**config.mk**
```make
export PLATFORM = sky130hd
export DESIGN_NAME = sram_controller_flat
export DESIGN_NICKNAME = d
export VERILOG_FILES = /design/src/rtl/sram_controller_if.sv /design/src/rtl/sram_controller.sv /design/src/flat_wrapper.sv
export SDC_FILE = /design/constraint.sdc
export NUM_CORES = 1
export LEC_CHECK = 0
export CAP_MARGIN = 5
export CORE_MARGIN = 2
export CORE_UTILIZATION = 45
export DETAILED_ROUTE_END_ITERATION = 8
export PLACE_DENSITY = 0.83
export SETUP_SLACK_MARGIN = 0.2
export SLEW_MARGIN = 0
export SYNTH_ARGS = -nofsm -noshare
export SYNTH_HDL_FRONTEND = slang
export SYNTH_SLANG_ARGS = --single-unit
```
**constraint.sdc**
```tcl
create_clock -name clk -period 3 [get_ports clk]
set_clock_uncertainty 0.2 [all_clocks]
set_input_delay 0.9 -clock clk [delete_from_list [all_inputs] [get_ports clk]]
set_output_delay 0.9 -clock clk [all_outputs]
set_load 0.02 [all_outputs]
```
**src/rtl/sram_controller_if.sv**
```systemverilog
// rtl/sram_controller_if.sv - memory-stage request bus plus external 16-bit SRAM pins
interface sram_controller_if #(
    parameter int SRAM_ADDR_WIDTH = 18
);
    logic                       memoryReadEnabled;
    logic                       memoryWriteEnabled;
    logic [31:0]                address;
    logic [31:0]                writeData;
    logic [31:0]                readData;
    logic                       ready;
    logic [SRAM_ADDR_WIDTH-1:0] sramAddress;
    logic [15:0]                sramDqOut;
    logic                       sramDqOe;
    logic [15:0]                sramDqIn;
    logic                       sramWeN;

    modport master (
        output memoryReadEnabled, memoryWriteEnabled, address, writeData, sramDqIn,
        input  readData, ready, sramAddress, sramDqOut, sramDqOe, sramWeN
    );

    modport slave (
        input  memoryReadEnabled, memoryWriteEnabled, address, writeData, sramDqIn,
        output readData, ready, sramAddress, sramDqOut, sramDqOe, sramWeN
    );
endinterface

```
**src/rtl/sram_controller.sv**
```systemverilog
// rtl/sram_controller.sv - serves 32-bit pipeline accesses as two timed 16-bit SRAM halves
module sram_controller #(
    parameter logic [31:0] BASE_ADDR       = 32'd1024,
    parameter int          WAIT_CYCLES     = 2,
    parameter int          SRAM_ADDR_WIDTH = 18
) (
    input logic              clk,
    input logic              rst,
    sram_controller_if.slave bus
);
    localparam int CW = (WAIT_CYCLES > 1) ? $clog2(WAIT_CYCLES) : 1;
    localparam logic [CW-1:0] LAST = CW'(WAIT_CYCLES - 1);

    typedef enum logic [1:0] {IDLE = 2'd0, LOW = 2'd1, HIGH = 2'd2, DONE = 2'd3} state_t;

    state_t                     state;
    state_t                     next_state;
    logic [CW-1:0]              count;
    logic                       op_write;
    logic [31:0]                addr_q;
    logic [31:0]                data_q;
    logic [15:0]                held_low;
    logic [31:0]                read_data_q;
    logic [31:0]                offset;
    logic [SRAM_ADDR_WIDTH-2:0] word_addr;
    logic                       request;
    logic                       last;
    logic                       unused_offset;

    assign request       = bus.memoryReadEnabled | bus.memoryWriteEnabled;
    assign last          = (count == LAST);
    // Subtraction wraps, so addresses below the base land at the top of the SRAM.
    assign offset        = addr_q - BASE_ADDR;
    assign word_addr     = offset[SRAM_ADDR_WIDTH:2];
    assign unused_offset = ^{offset[31:SRAM_ADDR_WIDTH+1], offset[1:0]};
    assign bus.readData  = read_data_q;

    always_ff @(posedge clk or negedge rst) begin
        if (!rst) begin
            state <= IDLE;
        end else begin
            state <= next_state;
        end
    end

    always_comb begin
        next_state = state;
        case (state)
            IDLE:    if (request) next_state = LOW;
            LOW:     if (last) next_state = HIGH;
            HIGH:    if (last) next_state = DONE;
            DONE:    next_state = IDLE;
            default: next_state = IDLE;
        endcase
    end

    always_ff @(posedge clk or negedge rst) begin
        if (!rst) begin
            count       <= '0;
            op_write    <= 1'b0;
            addr_q      <= '0;
            data_q      <= '0;
            held_low    <= '0;
            read_data_q <= '0;
        end else begin
            case (state)
                IDLE: begin
                    if (request) begin
                        addr_q   <= bus.address;
                        data_q   <= bus.writeData;
                        op_write <= bus.memoryWriteEnabled;
                        count    <= '0;
                    end
                end
                LOW: begin
                    count <= last ? '0 : count + CW'(1);
                    if (last && !op_write) held_low <= bus.sramDqIn;
                end
                HIGH: begin
                    count <= last ? '0 : count + CW'(1);
                    if (last && !op_write) read_data_q <= {bus.sramDqIn, held_low};
                end
                default: ;
            endcase
        end
    end

    // Reset forces ready high so a pipeline held in reset is never frozen.
    always_comb begin
        bus.ready       = !rst || (state == IDLE && !request) || (state == DONE);
        bus.sramAddress = '0;
        bus.sramDqOut   = '0;
        bus.sramDqOe    = 1'b0;
        bus.sramWeN     = 1'b1;
        if (state == LOW || state == HIGH) begin
            bus.sramAddress = {word_addr, state == HIGH};
            if (op_write) begin
                bus.sramDqOut = (state == HIGH) ? data_q[31:16] : data_q[15:0];
                bus.sramDqOe  = 1'b1;
                bus.sramWeN   = 1'b0;
            end
        end
    end
endmodule

```
**src/flat_wrapper.sv**
```systemverilog
// flat-port wrapper written by rule: the top's interface ports become plain ports
module sram_controller_flat 
#(
    parameter logic [31:0] BASE_ADDR       = 32'd1024,
    parameter int          WAIT_CYCLES     = 2,
    parameter int          SRAM_ADDR_WIDTH = 18
)
  (clk, rst, bus_memoryReadEnabled, bus_memoryWriteEnabled, bus_address, bus_writeData, bus_sramDqIn, bus_readData, bus_ready, bus_sramAddress, bus_sramDqOut, bus_sramDqOe, bus_sramWeN);
  sram_controller_if #(.SRAM_ADDR_WIDTH(SRAM_ADDR_WIDTH)) bus_i ();
  input logic clk;
  input logic rst;
  input wire logic [$bits(bus_i.memoryReadEnabled)-1:0] bus_memoryReadEnabled;
  input wire logic [$bits(bus_i.memoryWriteEnabled)-1:0] bus_memoryWriteEnabled;
  input wire logic [$bits(bus_i.address)-1:0] bus_address;
  input wire logic [$bits(bus_i.writeData)-1:0] bus_writeData;
  input wire logic [$bits(bus_i.sramDqIn)-1:0] bus_sramDqIn;
  output wire logic [$bits(bus_i.readData)-1:0] bus_readData;
  output wire logic [$bits(bus_i.ready)-1:0] bus_ready;
  output wire logic [$bits(bus_i.sramAddress)-1:0] bus_sramAddress;
  output wire logic [$bits(bus_i.sramDqOut)-1:0] bus_sramDqOut;
  output wire logic [$bits(bus_i.sramDqOe)-1:0] bus_sramDqOe;
  output wire logic [$bits(bus_i.sramWeN)-1:0] bus_sramWeN;
  assign bus_i.memoryReadEnabled = bus_memoryReadEnabled;
  assign bus_i.memoryWriteEnabled = bus_memoryWriteEnabled;
  assign bus_i.address = bus_address;
  assign bus_i.writeData = bus_writeData;
  assign bus_i.sramDqIn = bus_sramDqIn;
  assign bus_readData = bus_i.readData;
  assign bus_ready = bus_i.ready;
  assign bus_sramAddress = bus_i.sramAddress;
  assign bus_sramDqOut = bus_i.sramDqOut;
  assign bus_sramDqOe = bus_i.sramDqOe;
  assign bus_sramWeN = bus_i.sramWeN;
  sram_controller #(.BASE_ADDR(BASE_ADDR), .WAIT_CYCLES(WAIT_CYCLES), .SRAM_ADDR_WIDTH(SRAM_ADDR_WIDTH)) u_core (.clk(clk), .rst(rst), .bus(bus_i));
endmodule
```
# Word level (Yosys, flattened, before mapping)
# Index checks and enable logic that the tools add are counted.
[classes] eq_ne=6 n_mux=15 n_bitwise=1 reduce_logical=16 addsub=2
[op_table] cell="16-bit 2-to-1 mux" count=3
[op_table] cell="19-bit by 11-bit subtractor with 19-bit output (second input constant)" count=1
[op_table] cell="18-bit 2-to-1 mux" count=1
[op_table] cell="2-bit case mux with 4 select lines" count=1
[op_table] cell="2-bit AND reduction" count=4
[op_table] cell="1-bit 2-to-1 mux" count=6
[op_table] cell="2-bit 2-to-1 mux" count=3
[op_table] cell="2-bit by 1-bit inequality test with 1-bit output (second input constant)" count=3
[op_table] cell="2-bit equality test (second input constant)" count=2
[op_table] cell="1-bit logical NOT" count=3
[op_table] cell="1-bit logical OR" count=3
[op_table] cell="3-bit AND reduction" count=1
[op_table] cell="2-bit by 1-bit equality test with 1-bit output (second input constant)" count=1
[op_table] cell="1-bit logical AND" count=2
[op_table] cell="2-bit logical NOT" count=1
[op_table] cell="1-bit case mux with 2 select lines" count=1
[op_table] cell="2-bit nonzero test" count=1
[op_table] cell="2-bit OR reduction" count=1
[op_table] cell="1-bit adder (second input constant)" count=1
[op_table] cell="1-bit OR" count=1
[word_totals] ff_bits=103 inputBits=84 elab_cells=47 out_inout_bits=69

# Longest topological paths before layout
[depth] word_depth=5 ltp_mapped=6 ltp_nobuf=5

# Worst setup path before layout
# OpenSTA, ideal clock, no wires.
[synth_path] path_type="register -> output" startpoint="register u_core.state[0]" endpoint="output port bus_sramDqOut[10]" required_ps=1900 arrival_ps=1675 stages_incl_launch_ff=7 setup_slack_ps=225 path_buffers=2 cell_sequence="dfrtp_1 inv_1 ha_1 buf_4 buf_2 mux2i_1 nor2_1"
[synth_between] elab_chain_len=4 word_cells_on_any_way=6 classes_between="eq/ne: 2; mux: 3; reduce/logical: 1"
[synth_rtl] item="start, declared" line="sram_controller.sv:16" text="state_t state;"
[synth_rtl] item="start signal, assigned" line="sram_controller.sv:42" text="state <= next_state;"
[synth_rtl] item="2-bit equality test" line="sram_controller.sv:95, sram_controller.sv:98"
[synth_rtl] item="16-bit 2-to-1 mux" line="sram_controller.sv:98" text="bus.sramDqOut = (state == HIGH) ? data_q[31:16] : data_q[15:0];"
[synth_rtl] item="16-bit 2-to-1 mux" line="sram_controller.sv:97" text="if (op_write) begin"
[synth_rtl] item="16-bit 2-to-1 mux *" line="sram_controller.sv:95" text="if (state == LOW || state == HIGH) begin"
[synth_rtl] item="end, declared" line="flat_wrapper.sv:20" text="output wire logic [$bits(bus_i.sramDqOut)-1:0] bus_sramDqOut;"
# Every way passes the cells marked *; elsewhere a longest branch is shown, timed or not.

# Final worst setup path
[layout_path] startpoint="register u_core.state[0]" endpoint="output port bus_sramAddress[17]"
[layout_between] elab_chain_len=3 word_cells_on_any_way=4 classes_between="eq/ne: 2; mux: 1; reduce/logical: 1"
[layout_rtl] item="2-bit by 1-bit equality test with 1-bit output or 2-bit equality test (tied branches)" line="sram_controller.sv:95"
[layout_rtl] item="1-bit logical OR *" line="sram_controller.sv:95"
[layout_rtl] item="18-bit 2-to-1 mux *" line="sram_controller.sv:95"
[layout_rtl] item="end, declared" line="flat_wrapper.sv:19" text="output wire logic [$bits(bus_i.sramAddress)-1:0] bus_sramAddress;"
# Marks and branches as above.

==> run_results.csv <==
group,metric,value,unit
cells_and_area,n_antenna_cell,0,
sta,worst_pin_slew,684,ps
sta,hold_violations,0,
yosys,yosys_register_bits,101,
setup_path,startpoint_type,"flop",
grt,use_met2,30.3,%
setup_path,reg2reg_from,"u_core.state[1]",
die,fp.dieW,105,um
clock_tree,cts_hold_buf,0,
grt,grt_use_total,18.4,%
place,dp_hpwl,6930,um
yosys,avgSynthCellArea,14.6,um2
yosys,synth_ff_type,"dfrtp_1",
sta,rsz0062_at_grt,"yes",
setup_path,worstPathRequired,1900,ps
clock_tree,h-tree-depth,3,
setup_path,r2r-end,"u_core.state[1]",
yosys,async_flop_share,100,%
cells_and_area,area_growth,46.6,%
cells_and_area,fin_nets,578,
sta,setup_viol,0,
sta,finalCritPeriodShare,99.4,%
grt,grt_pass1_wl,16200,um
yosys,syn-num-nets,401,
setup_path,crit_path_start,"u_core.state[0]",
outcome,status,"completed",
setup_path,reg2regPathDepth,8,
die,fp-row-count,36,
clock_tree,cts_inserted_buffers,9,
die,die-height,105,um
drt,vias,3063,
clock_tree,worst_skew_pair.late_latency,360,ps
job,cap_violations,0,
die,ios,153,
sta,setup-tns-final,0,ps
clock_tree,cts-root-buf,"clkbuf_8",
drt,dr.pass1.iters,4,
yosys,synth_top_area_share,55.5,%
grt,antenna_found_initial,0,
yosys,ys_seq_area_share,55.5,%
cells_and_area,final-instance-count-excl-fill,626,
sta,min_period,2980,ps
clock_tree,clkSinkCount,101,
yosys,synthDistinctLibCells,28,
yosys,netlist_area,0.00455,mm2
drt,ant_nets,0,
die,core_area,0.00982,mm2
place,place.gp.congestion,0.781,
setup_path,cp-end-kind,"output pin",
die,start_util,46.4,%
setup_path,arrival,1880,ps
grt,grt_remaining_overflow,0,
drt,wl_per_cell,16.9,um
clock_tree,path_clk_slew,90,ps
grt,grt_busiest_layer,"met2",
grt,grt_max_degree,57,
power,p_per_area,1250,mW/mm2
place,portBuffers,137,
sta,max_freq,335,MHz
power,ir_drop,0.000739,V
sta,slew_headroom,54.4,%
cells_and_area,final_cell_mix,"dfrtp_1, clkdlybuf4s50_1, mux2_2",
power,power.leakage,3.14,nW
cells_and_area,final_common_cell,"dfrtp_1",
cells_and_area,drive_above_1_share,43.8,%
setup_path,reg2reg_slack,860,ps
setup_path,crit_fanout,10,
sta,slew_viol_final,0,
min_path,hold_path.class,"flop to flop",
yosys,synth_edf_count,0,
yosys,postSynthCellCount,311,
grt,met1_usage,23.6,%
drt,avgViaCountPerCell,4.89,
die,die-area,0.0109,mm2
setup_path,crit_type,"flop to output pin",
clock_tree,cts_tree,"yes",
yosys,synthTopCellsByArea,"dfrtp_1, mux2_2, mux2_4",
drt,drc,0,
yosys,ys.warnings.count,0,
cells_and_area,finish.utilization,68.0,%
place,dp.cells,583,
drt,drt_iter0_drc,71,
drt,drt_wl_total,10600,um
yosys,synth_area_leader_cell,"dfrtp_1",
grt,grt_pass1_vias,3193,
clock_tree,clock_path_buffers,2,
grt,met3_usage,7.24,%
setup_path,setup.worst_path.end,"bus_sramAddress[17]",
[metrics by stage]
stage	setup WS [ps]	area, um2	hold slack (ps)	total power, mW
after global placement	-585	6160	280	6.76
final	18.2	6680	310	8.35
after global routing	-102	6680	329	8.84
after detailed placement	-604	6160	292	6.90
after floorplan	225	4550	261	5.11
after CTS	-60.9	6410	315	7.65
[kinds of logic after synthesis]
| kind of cell | synth area share (%) |
|---|---|
| buffers and inverters | 2.83 |
| AOI/OAI and AO/OA | 0.632 |
| muxes | 32.2 |
| xor gates and xnor gates | 0.577 |
| adders and majority gates | 1.65 |
| and+or+nand+nor | 6.65 |
| DFF | 55.5 |
[power by group]
group / internal (mW) / switching [mW] / leakage [nW]
registers: 2.07 / 0.435 / 1.18
logic: 2.86 / 2.16 / 1.86
clock network: 0.338 / 0.484 / 0.0950
[cell type report]
| type | instances | area (um2) |
|---|---|---|
| multi-input combinational | 190 | 1990 |
| timing repair buffer | 180 | 1770 |
| tap | 133 | 166 |
| sequential | 101 | 2530 |
| clock buffer | 10 | 138 |
| inverter | 6 | 25.0 |
| fill | 740 | 3140 |
| clock inverter | 6 | 53.8 |
[worst min-delay path by stage]
stage / startpoint / depth (start not counted) / to / slack [ps]
5_1_grt: u_core.addr_q[2] / 1 / u_core.addr_q[2] / 330
6_report: u_core.bus.readData[31] / 1 / u_core.bus.readData[31] / 310
4_1_cts: u_core.addr_q[6] / 1 / u_core.addr_q[6] / 310
2_1_floorplan: u_core.op_write / 2 / u_core.op_write / 260
3_5_place_dp: u_core.addr_q[6] / 1 / u_core.addr_q[6] / 290
3_3_place_gp: u_core.addr_q[2] / 1 / u_core.addr_q[2] / 280
[sequential cells by signal (all words and copies together), names as in the netlist]
| signal | count |
|---|---|
| u_core.bus.readData | 32 |
| u_core.data_q | 32 |
| u_core.addr_q | 17 |
| u_core.held_low | 16 |
| u_core.state | 2 |
| u_core.count | 1 |
| u_core.op_write | 1 |
[cells in the mapped netlist (all sizes together), types with 3 or more instances]
| master | n |
|---|---|
| clkbuf | 3 |
| dfrtp | 101 |
| mux2 | 98 |
| nand2 | 14 |
| inv | 6 |
| ha | 6 |
| xor2 | 3 |
| buf | 11 |
| nor2 | 18 |
| mux2i | 21 |
| and2 | 11 |
| nand2b | 4 |
[worst max-delay path, cell delays in order (launching register included)]
cell,delay (ps)
dfrtp_1,380
inv_2,70
buf_6,120
ha_4,320
clkbuf_16,160
nand2b_1,70
mux2i_1,210
buf_4,200
[what timing repair did]
action,CTS,global route
endpoints found under the hold margin,0,0
endpoints found under the setup margin,37,37
pin swaps,0,8
gates cloned,0,3
gates resized for setup,102,115
setup buffers,5,19
[routing by layer]
layer	vias up	wire [um]
met5	-	0
met1	1519	4430
met3	8	819
met4	0	74
li1	1428	-
met2	108	5270
Power figures use the tool's default switching activity.
